[src/rtl/dm_access_ctrl.sv]
// dm_access_ctrl: MIPS32 load/store controller for word-organised data memory.
// Loads do lane extraction and extension; sub-word stores do read-modify-write.
module dm_access_ctrl #(
  parameter int ADDR_W = 32,
  parameter int DATA_W = 32
) (
  input  logic              clk,
  input  logic              clr,
  input  logic              req,
  input  logic              we,
  input  logic [1:0]        size,
  input  logic              sign_ext,
  input  logic [ADDR_W-1:0] addr,
  input  logic [DATA_W-1:0] wdata,
  output logic [DATA_W-1:0] rdata,
  output logic              done,
  output logic              err,
  output logic              busy,
  output logic [ADDR_W-1:0] mem_addr,
  output logic [DATA_W-1:0] mem_din,
  output logic              mem_wr,
  input  logic [DATA_W-1:0] mem_dout
);
  typedef enum logic [1:0] {IDLE, ACCESS, WRITE} state_t;
  state_t state_q, state_d;
  logic [ADDR_W-1:0] addr_q;
  logic we_q, sx_q, illegal, sub_store;
  logic [1:0] size_q;
  logic [4:0] sh;
  logic [7:0] byte_v;
  logic [15:0] half_v;
  logic [DATA_W-1:0] wdata_q, merge_q, load_val, merge_val, lane_mask, lane_data;
  always_comb begin
    illegal = size == 2'b11 || (size == 2'b01 && addr[0]) || (size == 2'b10 && addr[1:0] != 2'b00);
    sub_store = we_q && size_q != 2'b10;
    sh = size_q == 2'b01 ? {addr_q[1], 4'b0000} : {addr_q[1:0], 3'b000};
    byte_v = 8'(mem_dout >> sh);
    half_v = 16'(mem_dout >> sh);
    load_val = size_q == 2'b00 ? {{24{sx_q & byte_v[7]}}, byte_v} :
               size_q == 2'b01 ? {{16{sx_q & half_v[15]}}, half_v} : mem_dout;
    lane_mask = (size_q == 2'b00 ? 32'h0000_00FF : 32'h0000_FFFF) << sh;
    lane_data = (size_q == 2'b00 ? {24'b0, wdata_q[7:0]} : {16'b0, wdata_q[15:0]}) << sh;
    merge_val = (mem_dout & ~lane_mask) | lane_data;
    state_d = state_q == IDLE   ? (req && !illegal ? ACCESS : IDLE) :
              state_q == ACCESS ? (sub_store ? WRITE : IDLE) : IDLE;
    busy = state_q != IDLE;
    mem_addr = {addr_q[ADDR_W-1:2], 2'b00};
    mem_din = state_q == WRITE ? merge_q : wdata_q;
    // clr gates the strobe combinationally so an aborted WRITE never reaches memory
    mem_wr = !clr && (state_q == WRITE || (state_q == ACCESS && we_q && size_q == 2'b10));
  end
  always_ff @(posedge clk) begin
    if (clr) begin
      state_q <= IDLE;
      rdata <= '0;
      done <= 1'b0;
      err <= 1'b0;
      addr_q <= '0;
      we_q <= 1'b0;
      sx_q <= 1'b0;
      size_q <= 2'b00;
      wdata_q <= '0;
      merge_q <= '0;
    end else begin
      state_q <= state_d;
      done <= (state_q == IDLE && req && illegal) || (state_q == ACCESS && !sub_store) || state_q == WRITE;
      err <= state_q == IDLE && req && illegal;
      if (state_q == IDLE && req && !illegal) begin
        addr_q <= addr;
        we_q <= we;
        size_q <= size;
        sx_q <= sign_ext;
        wdata_q <= wdata;
      end
      if (state_q == ACCESS && !we_q) rdata <= load_val;
      if (state_q == ACCESS) merge_q <= merge_val;
    end
  end
endmodule

[config.mk]
export PLATFORM = sky130hd
export DESIGN_NAME = dm_access_ctrl
export DESIGN_NICKNAME = d
export VERILOG_FILES = /design/src/rtl/dm_access_ctrl.sv
export SDC_FILE = /design/constraint.sdc
export NUM_CORES = 1
export LEC_CHECK = 0
export BUFFER_PORTS_ARGS = -buffer_cell sky130_fd_sc_hd__buf_2
export CAP_MARGIN = 0
export CELL_PAD_IN_SITES_DETAIL_PLACEMENT = 0
export CELL_PAD_IN_SITES_GLOBAL_PLACEMENT = 2
export CORE_AREA = 5 5 191 119
export DETAILED_ROUTE_END_ITERATION = 10
export DIE_AREA = 0 0 196 124
export GPL_TIMING_DRIVEN = 0
export PLACE_DENSITY_LB_ADDON = 0.05
export RECOVER_POWER = 50
export SYNTH_ARGS = -nofsm -noshare
export SYNTH_HDL_FRONTEND = slang
export SYNTH_SLANG_ARGS = --single-unit
[constraint.sdc]
create_clock -name clk -period 2.7 [get_ports clk]
set_input_delay 0.27 -clock clk [delete_from_list [all_inputs] [get_ports clk]]
set_output_delay 0.27 -clock clk [all_outputs]
set_load 0.01 [all_outputs]
# ---- Word level (Yosys, flattened, before mapping)
# Index checks and enable logic that the tools add are counted.
dict set report op_classes {
  shift 3
  bitwise_logic 5
  n_eq_ne 8
  n_reduce_logical 25
  n_mux 10
}
# op count
set op_table {}
lappend op_table {{$mux 32} 3}
lappend op_table {{$shl 16x5->32} 2}
lappend op_table {{$and 32x32->32} 1}
lappend op_table {{$mux 16} 2}
lappend op_table {{$not 32->32} 1}
lappend op_table {{$or 32x32->32} 1}
lappend op_table {{$shr 32x5->16} 1}
lappend op_table {{$logic_and 1x1->1} 12}
lappend op_table {{$eq 2x2->1 const B} 4}
lappend op_table {{$eq 2x1->1 const B} 3}
lappend op_table {{$mux 2} 3}
lappend op_table {{$logic_or 1x1->1} 5}
lappend op_table {{$logic_not 1->1} 4}
lappend op_table {{$logic_not 2->1} 2}
lappend op_table {{$mux 4} 1}
lappend op_table {{$reduce_bool 2->1} 2}
lappend op_table {{$and 1x1->1} 2}
lappend op_table {{$ne 2x2->1 const B} 1}
lappend op_table {{$mux 1} 1}
dict set report totals {
  elab_cells 61
  output_inout_bits 100
  input_bits 103
  ff_bits 136
}

# ---- Longest topological paths before layout
dict set report logic_depth {
  ltp_word 8
  depth_mapped 7
  ltp_nobuf 4
}

# ---- Worst setup path after synthesis
# No wires, ideal clock.
dict set report synth_timing {
  path_kind {register -> register}
  from {register addr_q[0]}
  to {register merge_q[30]}
  arrival_ps 1420
  path_stages_with_launch 7
  t_required_ps 2562
  setup_ps 138
  n_path_buf 2
  period_less_slack_ps 1558
  path_slack_ps 1142
  path_cell_list {dfxtp_1 buf_6 buf_6 mux2_2 a222oi_1 a2bb2oi_1 a211oi_1}
}
dict set report synth_between {
  elab_chain_cells 5
  elab_cells_between_ends 6
  cone_classes {shift: 2; mux: 1; bitwise: 3}
}
# element line
set synth_lines {}
lappend synth_lines {{start: declaration} 26} ;# logic [ADDR_W-1:0] addr_q;
lappend synth_lines {{start signal: assignment} 69} ;# addr_q <= addr;
lappend synth_lines {{$mux 4 (*)} 36} ;# sh = size_q == 2'b01 ? {addr_q[1], 4'b0000} : {addr_q[1:0], 3'b000};
lappend synth_lines {{$shl 16x5->32} 41} ;# lane_mask = (size_q == 2'b00 ? 32'h0000_00FF : 32'h0000_FFFF) << sh;
lappend synth_lines {{$not 32->32} 43} ;# merge_val = (mem_dout & ~lane_mask) | lane_data;
lappend synth_lines {{$and 32x32->32} 43}
lappend synth_lines {{$or 32x32->32 (*)} 43}
lappend synth_lines {{end signal: assignment} 76} ;# if (state_q == ACCESS) merge_q <= merge_val;
lappend synth_lines {{end: declaration} 32} ;# logic [DATA_W-1:0] wdata_q, merge_q, load_val, merge_val, lane_mask, lane_data;
# Every way passes the cells marked *; elsewhere a longest branch is shown, timed or not.
# A chain may end at the register's enable or synchronous reset.

# ---- Worst setup path after layout
dict set report layout_timing {
  from {register state_q[0]}
  to {output port mem_din[2]}
}
dict set report layout_between {
  elab_chain_cells 2
}
# element line
set layout_lines {}
lappend layout_lines {{start: declaration} 25} ;# state_t state_q, state_d;
lappend layout_lines {{start signal: assignment} 65} ;# state_q <= state_d;
lappend layout_lines {{$eq 2x2->1} 48} ;# mem_din = state_q == WRITE ? merge_q : wdata_q;
lappend layout_lines {{$mux 32} 48}
lappend layout_lines {{end: declaration} 20} ;# output logic [DATA_W-1:0] mem_din,
# No other way between the ends.

==> metrics.txt <==
outcome finished clean; number of fillers in the final layout 2,261; die area 24,300 um^2; CP required 2.43 ns; Multi-input gate area about 3200 um^2; worst hold stages 3; crit-path cells nand2b_1 > clkbuf_1 > buf_2 > mux2_2 > buf_2; R2R setup slack around 0.47 ns; Area growth syn-to-layout 28.4%; number of nets in the layout 1,107; Most Used Layer, Global Route met1; initial antenna violation count 1; EDFF count, synth 0; Top cell by count, worst path buf_2; number of global-route vias before repair 6,234; Reg2Reg Depth 6; Initial Utilization 0.317; Post-Route WL 26,600 um; largest family of logic cells by synthesized area compound AO/OA/AOI/OAI gates; M2 GR Usage 0.296; CP arrival 2.28 ns; final setup fails 0; slew at the pin closest to its max-slew limit 1.05 ns; Commonest cells post-synth 158 x nand2_1, 136 x dfxtp_1, 87 x a21oi_1, 55 x nor2_1, 48 x a211oi_1; RSZ-0062 raised after global routing no; grt met1 use 0.325; ys flop type dfxtp_1; maximum operating frequency 0.392 GHz; yosys warns 0; first-pass GRT wire length 39,300 um; r2r startpoint addr_q[0]$_SDFFE_PP0P_; syn avg cell area 8.36 um^2; FF/Latch Area about 2700 um^2; most frequent cell after synthesis nand2_1; CP Class flop to primary output; Final TNS setup 0 ns; sequential area share after synthesis 0.415; critical path peak fanout 10; Hold Buf Count CTS 0; drt drc 0; Synth area leaders dfxtp_1 41%, nand2_1 9.0%, mux2_2 6.9%; clock sinks approximately 140; Final Max Slew Viols 0; antenna cells 0; Die Span Y 124 um; R2R Path End merge_q[27]$_SDFFE_PP0N_; port bufs 199; crit share post-route 0.944; post-synth top area cell dfxtp_1; post-synthesis mux area share 0.0858; M3 GR Usage 0.0803; LEAKAGE 3.40 nW; CP endpoint kind primary output; clk buf depth 2; vias after detailed routing 6,526; worst ir drop on vdd 449 uV; Worst setup SP type flop; row count 41; Worst path max stage delay 0.42 ns; endpoints failing hold 0; XOR/XNOR share of the synthesized area 0; clock skew 0.00660 ns; Non-Filler Cell Area, Final 8430 um^2; hold_sp wdata[14]; clock latency on the worst-skew pair around 0.43 ns; post-cts resize count 0; flops & latches, synth 136; slowest stage cell, crit path buf_2; Slew Limit Headroom 0.296; average vias per placed instance just over 5; Clk pin slew, worst setup/hold paths 0.06 ns; area share of the largest cell type after synthesis 0.415; Root Driver clkbuf_16; chip width around 200 um; Synth Area in Adders 0; GR Overflow Total 0; hold path endpoint wdata_q[14]$_SDFFE_PP0P_; post-CTS setup buffers 0; Routed WL per cell 20.6 um; DP Area 7910 um^2; Max Cap Viol 0; Yosys cell types 52; H-tree depth 4; core region area approximately 21,000 um^2; Final min period 2.55 ns; antenna-violating nets left 0; synthesized area around 6600 um^2; Post-Syn Instances a little under 800; TritonCTS buffer count 17; layout cells sized above 1 0.274; Initial DRT Pass Iterations 7; I/O pin total just over 200; DR iter-0 viols 520; TritonCTS clock tree done; largest net degree at the start of global routing 17; Post-synth ARST share 0; post-synthesis compound-gate area fraction 0.230; hold crit path type input port to flop; hpwl dp 20,800 um; P per Cell Area 639 nW/um^2; total global-route track usage 0.217; GPL Wtd Cong 0.933; Synth Area in Simple Gates 0.174
## state kept, by name, summed over array words and instances (netlist names), 2 cells and up
signal and cells:
rdata 32, wdata_q 32, merge_q 32, size_q 2, addr_q 32, state_q 2
## kinds of logic (layout without fill, tap and decap cells)
family | Yosys count | in the layout
simple gates | 267 | 267
other cells | 1 | 2
mux | 50 | 50
buf+inv | 109 | 339
flops | 136 | 136
compound gates | 222 | 222
## critical path: cells and delay by family (launching register included)
kind          cells  cell delay (ns)
buf+inv           3             0.93
mux               1             0.40
flops             1             0.38
simple gates      1             0.12
## area by class of cell
class | instances | share of cell area
plain buffers | 97 | 0.0681
multi-input cells | 541 | 0.382
clock buffers | 20 | 0.0542
well taps | 279 | 0.0414
clock inverters | 11 | 0.0175
inverters | 12 | 0.00534
repair buffers | 199 | 0.109
flip-flops and latches | 136 | 0.323
## how the worst max path moves through the flow
stage,slack [ns],depth (start not counted),start,endpoint
final,0.15,5,state_q[0]$_SDFF_PP0_,mem_din[2]
after CTS,0.16,5,state_q[0]$_SDFF_PP0_,mem_din[2]
after global placement,0.42,5,clr,mem_wr
after detailed placement,0.39,5,clr,mem_wr
after floorplan,1.14,6,addr_q[0]$_SDFFE_PP0P_,merge_q[30]$_SDFFE_PP0N_
after global routing,0.06,5,state_q[0]$_SDFF_PP0_,mem_din[30]
## metal layers
metal	share of wire	vias up
li1	-	3185
met1	0.51	3077
met2	0.39	246
met3	0.091	16
met4	0.0060	2
met5	0.00026	-
## metrics by stage
step / power, mW / setup slack [ns] / util / cells / hold WS (ns)
6_report: 5.39 / 0.152 / 0.407 / 1295 / 0.0769
5_1_grt: 5.61 / 0.0624 / 0.407 / 1295 / 0.0616
4_1_cts: 5.45 / 0.157 / 0.411 / 1295 / 0.0570
3_5_place_dp: 3.02 / 0.387 / 0.382 / 1264 / 0.446
3_3_place_gp: 3.02 / 0.416 / 0.382 / 1264 / 0.443
2_1_floorplan: 2.67 / 1.14 / - / 786 / 0.397
## power breakdown
group	internal [mW]	switching, mW
sequential	2.11	0.0732
clock	1.50	0.925
combinational	0.305	0.474
## layout by cell type, fill, tap and decap left out, types with 4 or more instances in the layout
cell,synthesis,final
a211oi_1,48,48
a21oi_1,87,87
a222oi_1,8,8
a2bb2oi_1,15,15
a311oi_1,8,8
a31o_1,4,4
a31oi_1,11,11
and3_1,6,6
buf_2,14,147
buf_4,39,39
buf_6,6,6
clkbuf_1,34,101
clkbuf_16,0,17
clkinvlp_4,0,4
dfxtp_1,136,136
inv_1,10,10
mux2_2,40,40
mux2i_1,9,9
nand2_1,158,158
nand2b_1,4,4
nand3_1,20,20
nand4_1,4,4
nor2_1,55,55
nor2b_1,5,5
o211ai_1,4,5
o21a_1,4,4
o21ai_0,6,6
o21bai_1,8,8
o221ai_1,6,6
o22ai_1,6,6
No activity file was read; power rests on OpenSTA's default activity.
